<file path="config.mk">
export PLATFORM = sky130hd
export DESIGN_NAME = cmd_tx
export DESIGN_NICKNAME = d
export VERILOG_FILES = /design/src/rtl/cmd_pkg.sv /design/src/rtl/cmd_tx_uart_tx.sv /design/src/rtl/cmd_tx.sv
export SDC_FILE = /design/constraint.sdc
export NUM_CORES = 1
export LEC_CHECK = 0
export CORE_ASPECT_RATIO = 1.75
export CORE_MARGIN = 2
export CORE_UTILIZATION = 36
export DETAILED_ROUTE_END_ITERATION = 10
export PLACE_DENSITY_LB_ADDON = 0.15
export SLEW_MARGIN = 20
export SYNTH_ARGS = -nofsm -noshare
export SYNTH_HDL_FRONTEND = slang
export SYNTH_SLANG_ARGS = --single-unit
</file>
<file path="constraint.sdc">
create_clock -name clk -period 4.2 [get_ports clk]
set_input_delay 0.84 -clock clk [delete_from_list [all_inputs] [get_ports clk]]
set_output_delay 0.84 -clock clk [all_outputs]
set_load 0.1 [all_outputs]
</file>
<file path="src/rtl/cmd_pkg.sv">
// Shared definitions for the command transmitter: opcodes, FSM states and
// the command-byte encoder used by cmd_tx.
package cmd_pkg;

  localparam int CMD_W = 8;

  localparam logic [1:0] OP_GO   = 2'b01;
  localparam logic [1:0] OP_STOP = 2'b00;

  typedef enum logic [1:0] {
    IDLE  = 2'd0,
    START = 2'd1,
    DATA  = 2'd2,
    STOP  = 2'd3
  } tx_state_t;

  // Build the command byte; STOP carries no station ID.
  function automatic logic [CMD_W-1:0] encode_cmd(input logic is_stop,
                                                  input logic [5:0] id);
    logic [CMD_W-1:0] byte_v;
    if (is_stop) begin
      byte_v = {OP_STOP, 6'd0};
    end else begin
      byte_v = {OP_GO, id};
    end
    return byte_v;
  endfunction

endpackage

</file>
<file path="src/rtl/cmd_tx_uart_tx.sv">
// 8N1 UART serializer. A byte offered with trmt while idle is latched and
// shifted out LSB first; tx_done pulses in the first idle cycle after the
// stop bit. All outputs are registered.
module uart_tx
  import cmd_pkg::*;
#(
  parameter int BAUD_DIV = 2604
) (
  input  logic       clk,
  input  logic       rst,
  input  logic       trmt,
  input  logic [7:0] tx_data,
  output logic       TX,
  output logic       tx_done,
  output logic       busy
);

  localparam logic [15:0] BAUD_LAST = 16'(BAUD_DIV - 1);

  tx_state_t   state_r;
  logic [15:0] baud_cnt_r;
  logic [2:0]  bit_cnt_r;
  logic [7:0]  shift_r;
  logic        tx_r;
  logic        done_r;
  logic        busy_r;
  logic        baud_end_s;

  // Last cycle of the current bit period.
  always_comb begin
    baud_end_s = (baud_cnt_r == BAUD_LAST);
  end

  // Frame sequencer: state, counters, shift register and registered outputs.
  always_ff @(posedge clk) begin
    if (rst) begin
      state_r    <= IDLE;
      baud_cnt_r <= 16'd0;
      bit_cnt_r  <= 3'd0;
      shift_r    <= 8'h00;
      tx_r       <= 1'b1;
      done_r     <= 1'b0;
      busy_r     <= 1'b0;
    end else begin
      done_r <= 1'b0;
      case (state_r)
        IDLE: begin
          baud_cnt_r <= 16'd0;
          bit_cnt_r  <= 3'd0;
          if (trmt) begin
            shift_r <= tx_data;
            state_r <= START;
            tx_r    <= 1'b0;
            busy_r  <= 1'b1;
          end else begin
            tx_r    <= 1'b1;
            busy_r  <= 1'b0;
          end
        end
        START: begin
          if (baud_end_s) begin
            state_r    <= DATA;
            baud_cnt_r <= 16'd0;
            tx_r       <= shift_r[0];
          end else begin
            baud_cnt_r <= baud_cnt_r + 16'd1;
          end
        end
        DATA: begin
          if (baud_end_s) begin
            baud_cnt_r <= 16'd0;
            // Wraps 7 -> 0 on the last data bit.
            bit_cnt_r  <= bit_cnt_r + 3'd1;
            if (bit_cnt_r == 3'd7) begin
              state_r <= STOP;
              tx_r    <= 1'b1;
            end else begin
              shift_r <= {1'b0, shift_r[7:1]};
              tx_r    <= shift_r[1];
            end
          end else begin
            baud_cnt_r <= baud_cnt_r + 16'd1;
          end
        end
        STOP: begin
          if (baud_end_s) begin
            state_r    <= IDLE;
            baud_cnt_r <= 16'd0;
            done_r     <= 1'b1;
            busy_r     <= 1'b0;
            tx_r       <= 1'b1;
          end else begin
            baud_cnt_r <= baud_cnt_r + 16'd1;
          end
        end
        default: begin
          state_r    <= IDLE;
          baud_cnt_r <= 16'd0;
          bit_cnt_r  <= 3'd0;
          tx_r       <= 1'b1;
          busy_r     <= 1'b0;
        end
      endcase
    end
  end

  assign TX      = tx_r;
  assign tx_done = done_r;
  assign busy    = busy_r;

endmodule

</file>
<file path="src/rtl/cmd_tx.sv">
// Command transmitter: arbitrates GO/STOP requests while the serializer is
// idle, encodes the command byte, remembers the last accepted command and
// hands the byte to uart_tx.
module cmd_tx
  import cmd_pkg::*;
#(
  parameter int BAUD_DIV = 2604
) (
  input  logic       clk,
  input  logic       rst,
  input  logic       send_go,
  input  logic       send_stop,
  input  logic [5:0] dest_id,
  output logic       TX,
  output logic       busy,
  output logic       cmd_sent,
  output logic [7:0] last_cmd
);

  logic             trmt_s;
  logic [CMD_W-1:0] cmd_byte_s;
  logic [CMD_W-1:0] last_cmd_r;

  // Accept only while the serializer is idle; STOP wins a simultaneous GO.
  always_comb begin
    trmt_s     = (send_go | send_stop) & ~busy;
    cmd_byte_s = encode_cmd(send_stop, dest_id);
  end

  // Remember the command byte captured at accept.
  always_ff @(posedge clk) begin
    if (rst) begin
      last_cmd_r <= 8'h00;
    end else if (trmt_s) begin
      last_cmd_r <= cmd_byte_s;
    end else begin
      last_cmd_r <= last_cmd_r;
    end
  end

  uart_tx #(
    .BAUD_DIV (BAUD_DIV)
  ) u_uart_tx (
    .clk     (clk),
    .rst     (rst),
    .trmt    (trmt_s),
    .tx_data (cmd_byte_s),
    .TX      (TX),
    .tx_done (cmd_sent),
    .busy    (busy)
  );

  assign last_cmd = last_cmd_r;

endmodule

</file>
== Word-level counts from Yosys, hierarchy flattened ==
Cells that the tools add are included.

* Flip-flop bits (word level): 40
* Output and inout bits: 11
* Logic and storage cells: 60

* $add $sub $neg: 2
* Equality and inequality tests: 11
* Multiplexer cells: 25
* Bitwise logic cells: 4
* Reduce and logical (&&, ||, !) cells: 10

{| class="wikitable"
|+ Operators by type and width
! operator !! number
|-
| 16-bit one-hot mux with 2 select lines || 1
|-
| 8-bit two-way mux || 3
|-
| 16-bit by 1-bit adder with 16-bit output (second input constant) || 1
|-
| 16-bit by 12-bit equality test with 1-bit output (second input constant) || 1
|-
| 16-bit two-way mux || 1
|-
| 8-bit one-hot mux with 2 select lines || 1
|-
| 2-bit two-way mux || 5
|-
| 1-bit two-way mux || 8
|-
| 2-bit by 1-bit inequality test with 1-bit output (second input constant) || 4
|-
| 2-bit one-hot mux with 4 select lines || 1
|-
| 7-bit two-way mux || 1
|-
| 3-bit one-hot mux with 2 select lines || 1
|-
| 5-bit AND reduction || 1
|-
| 2-bit equality test (second input constant) || 2
|-
| 2-bit inequality test (second input constant) || 2
|-
| 1-bit one-hot mux with 4 select lines || 1
|-
| 2-bit AND reduction || 2
|-
| 4-bit AND reduction || 1
|-
| 2-bit nonzero test || 2
|-
| 3-bit by 1-bit adder with 3-bit output (second input constant) || 1
|-
| 3-bit equality test (second input constant) || 1
|-
| 3-bit two-way mux || 1
|-
| 3-bit AND reduction || 1
|-
| 3-bit OR reduction || 1
|-
| 7 further kinds || 8
|}

== Logic depth before layout (Yosys ltp) ==
* Word-level depth: 4
* Gate-level depth with buffers: 7
* Depth with buffers taken out: 6

== Cells and area by module ==
A second synthesis with hierarchy kept.

* Cells, all modules: 223
* Area total of the unflattened synthesis: 2060.7 um^2

{| class="wikitable"
|+ Modules (own cells, without submodules)
! module !! instances !! cells each !! area each (um^2) !! sequential area each (um^2)
|-
| uart_tx || 1 || 182 || 1654.1 || 640.6
|-
| cmd_tx || 1 || 41 || 406.6 || 140.1
|}

== Least setup slack after synthesis ==
Ideal clock, no wire load.

* Path kind: reg2reg
* Start point: register u_uart_tx.busy_r, in the netlist u_uart_tx.busy
* End point: register u_uart_tx.shift_r[0]
* Data arrival time: 2.068 ns
* Setup slack: 2.011 ns
* Cell stages (with the launch flop): 5
* Buffers on the path: 0
* Clock period less this slack: 2.189 ns
* Cell sequence: dfxtp_1 -> o21bai_2 -> nand2_1 -> a31oi_4 -> mux2_2

* Word-level cells in the longest chain between the ends: 4

{| class="wikitable"
|+ RTL lines
! element !! RTL line !! source
|-
| from (decl) || cmd_tx_uart_tx.sv:26 || <nowiki>logic busy_r;</nowiki>
|-
| from (signal assigned) || cmd_tx_uart_tx.sv:43 || <nowiki>busy_r <= 1'b0;</nowiki>
|-
| from (signal assigned) || cmd_tx_uart_tx.sv:54 || <nowiki>busy_r <= 1'b1;</nowiki>
|-
| from (signal assigned) || cmd_tx_uart_tx.sv:57 || <nowiki>busy_r <= 1'b0;</nowiki>
|-
| 1-bit NOT || cmd_tx.sv:26 || <nowiki>trmt_s = (send_go | send_stop) & ~busy;</nowiki>
|-
| 1-bit AND || cmd_tx.sv:26 ||
|-
| 2-bit inequality test (no line) || - ||
|-
| 4-bit AND reduction (no line) || - ||
|-
| to (signal assigned) || cmd_tx_uart_tx.sv:51 || <nowiki>shift_r <= tx_data;</nowiki>
|-
| to (signal assigned) || cmd_tx_uart_tx.sv:78 || <nowiki>shift_r <= {1'b0, shift_r[7:1]};</nowiki>
|-
| to (decl) || cmd_tx_uart_tx.sv:23 || <nowiki>logic [7:0] shift_r;</nowiki>
|}

Every way passes these cells.
A chain may end at the register's enable or synchronous reset.

== Worst setup path after layout ==
* Start point: register u_uart_tx.busy_r, in the netlist u_uart_tx.busy
* End point: output busy

{| class="wikitable"
|+ RTL lines
! element !! RTL line !! source
|-
| to (decl) || cmd_tx.sv:15 || <nowiki>output logic busy,</nowiki>
|}

No word-level cell between the ends.

==> metrics.cfg <==
[global_route]
grt_pass1_wl_um=6840
grt.overflow.total=0
antenna_found_initial=0
first_global_vias=1488
grt_start_max_net_pins=21
grt_use_total=0.153

[timing]
period_share=0.666
setup_ws_ns=1.40
worst_pin_slew_ns=0.974
final.setup.tns_ns=0
max-slew-margin-rel=0.349
fmaxAchievable_mhz=357
finalCriticalPeriod_ns=2.80
fin_skew_ns=0.00737
setup_viol=0
hold_violations=0
drv_slew=0
rsz0062_at_grt=false

[yosys]
synth_cells=205
synth_area_um2=1870
ys.flop_type=dfxtp_1
synthTopCellsByArea=dfxtp_1 41%, nor2_1 6.2%, ha_1 4.7%
synth_seq_area_share=0.406
synthesis.nets=222
yosysTopAreaCell=dfxtp_1
yosysTopAreaCellShare=0.406
avgSynthCellArea_um2=9.14
yosysWarnings=0
synth_cell_types=48
synth-edff-count=0
synthArstFlopShare=0
ys_seq_elements=38

[detailed_routing]
routed_wl_um=4080
route.vias.total=1479
wl_per_cell_um=14.7
viasPerCell=5.34
drt_iter0_drc=48
final_antenna_net_count=0
first_pass_iters=4
drc=0

[placed_design]
hpwl_um=3080
io_buffers=19
place_ws_ns=1.41
gp_congestion=0.803

[worst_setup_path]
crit_family=buffers and inverters
startpoint_type=register
required_ns=3.36
crit_path_cell_trace=clkdlybuf4s50_1
ff2ff_path_depth=5
path_buf_inv=1
worstPathArrival_ns=1.96
slowest_delay_ns=1.19
critPathCaptureType=primary output
crit_slowest_cell=clkdlybuf4s50_1
reg2reg_setup_slack_ns=2.07
cp_max_fo=6
startpoint=u_uart_tx.busy
critical_path_class=reg2out
r2r_end=u_uart_tx.state_r[0]
r2r_start=u_uart_tx.state_r[0]

[hold_path]
min_to=u_uart_tx.baud_cnt_r[0]
min_path_type=reg2reg
hold_start=u_uart_tx.baud_cnt_r[0]
whs_path_depth=1

[clocking]
path_clk_slew_ns=0.08
cts_root_buffer=clkbuf_8
clk_path_buf_depth=2
cts_buffers=5
cts_hold_buf=0
cts_sinks=38
cts_resized=0
clk-insertion-delay-late_ns=0.29
h-tree-depth=2
post-cts-setup-buffers=0
cts_tree=done

[status]
status=completed

[cells_and_area]
register_area_um2=761
num-fill-cells=501
layout-drive-gt1-share=0.121
diodes=0
syn_to_final_growth_pct=16.7
fin_nets=239
layout_common_cells=38 x dfxtp_1, 31 x nor2_1, 19 x clkdlybuf4s50_1
final_util=0.439
layout.cells.most_common=dfxtp_1
multiInputGateArea_um2=1040

[pwr]
power_density_nw_per_um2=517
finalPower_mw=1.13
p_leak_nw=0.768
peakVddDrop_v=0.000359

[die]
fp.dieH_um=99.5
ios=21
initial_core_util=0.377
dieArea_um2=5820
die_w_um=58.5
rows=34
core_um2=4980

[job]
cap_violations=0

cells in the mapped netlist, types with 2 or more instances:
master    count
buf_1         2
nor3b_1       7
o32ai_1       2
nand2_1      11
and4bb_2      2
clkbuf_1      5
dfxtp_1      38
nor2b_1       8
mux2_2        6
ha_1          7
buf_2         2
nor2_1       31
nand3_1       9
o21ai_0       2
a21oi_1      10
a32oi_1       6
nor3_1        4
or3_1         2
inv_1         8
xnor2_1       7
xor2_1        5
and3_2        2
and3_1        2
nand4_1       3
final cells by class:
type / instances / share of cell area
Multi-Input combinational cell: 149 / 0.475
Sequential cell: 38 / 0.348
Timing Repair Buffer: 20 / 0.0904
Clock buffer: 7 / 0.0395
Tap cell: 54 / 0.0309
Inverter: 8 / 0.0137
Clock inverter: 1 / 0.00229
where the power goes:
part           internal (mW)  switching (mW)
clock                  0.132           0.127
sequential             0.401          0.0307
combinational          0.151           0.287
sequential cells by signal, summed over array words and instances, names as in the netlist:
| signal | cells |
|---|---|
| last_cmd | 7 |
| u_uart_tx.TX | 1 |
| u_uart_tx.baud_cnt_r | 16 |
| u_uart_tx.bit_cnt_r | 3 |
| u_uart_tx.busy | 1 |
| u_uart_tx.shift_r | 7 |
| u_uart_tx.state_r | 2 |
| u_uart_tx.tx_done | 1 |
stage by stage:
stage | hold WS [ns] | cells | cell area (um^2)
2_1_floorplan | 0.430 | 205 | 1870
3_3_place_gp | 0.449 | 269 | 2100
3_5_place_dp | 0.459 | 269 | 2100
4_1_cts | 0.477 | 277 | 2190
5_1_grt | 0.510 | 277 | 2190
6_report | 0.472 | 277 | 2190
metal layers:
metal	vias to the layer above	GRT usage	part of all wire
met5	-	0	0
met4	0	0.0590	0.018
met3	6	0.0312	0.019
met2	15	0.297	0.59
met1	697	0.149	0.38
li1	761	-	-
how the worst max path moves through the flow:
stage	end	slack [ns]	cells past startpoint
4_1_cts	busy	1.38	1
6_report	busy	1.40	1
5_1_grt	busy	1.36	1
2_1_floorplan	u_uart_tx.shift_r[0]	2.01	4
3_3_place_gp	u_uart_tx.shift_r[2]	1.43	5
3_5_place_dp	u_uart_tx.shift_r[1]	1.41	5
logic make-up (layout without fill, tap and decap cells):
kind of cell	count (synthesis)	count (layout)	synth area share
flops	38	38	0.406
buf+inv	18	36	0.0394
compound gates	33	33	0.141
xor+xnor	12	12	0.0561
mux	7	7	0.0414
fa+ha+maj	7	7	0.0467
simple gates	89	89	0.268
other cells	1	1	0.00200
No activity file was read; power rests on OpenSTA's default activity.
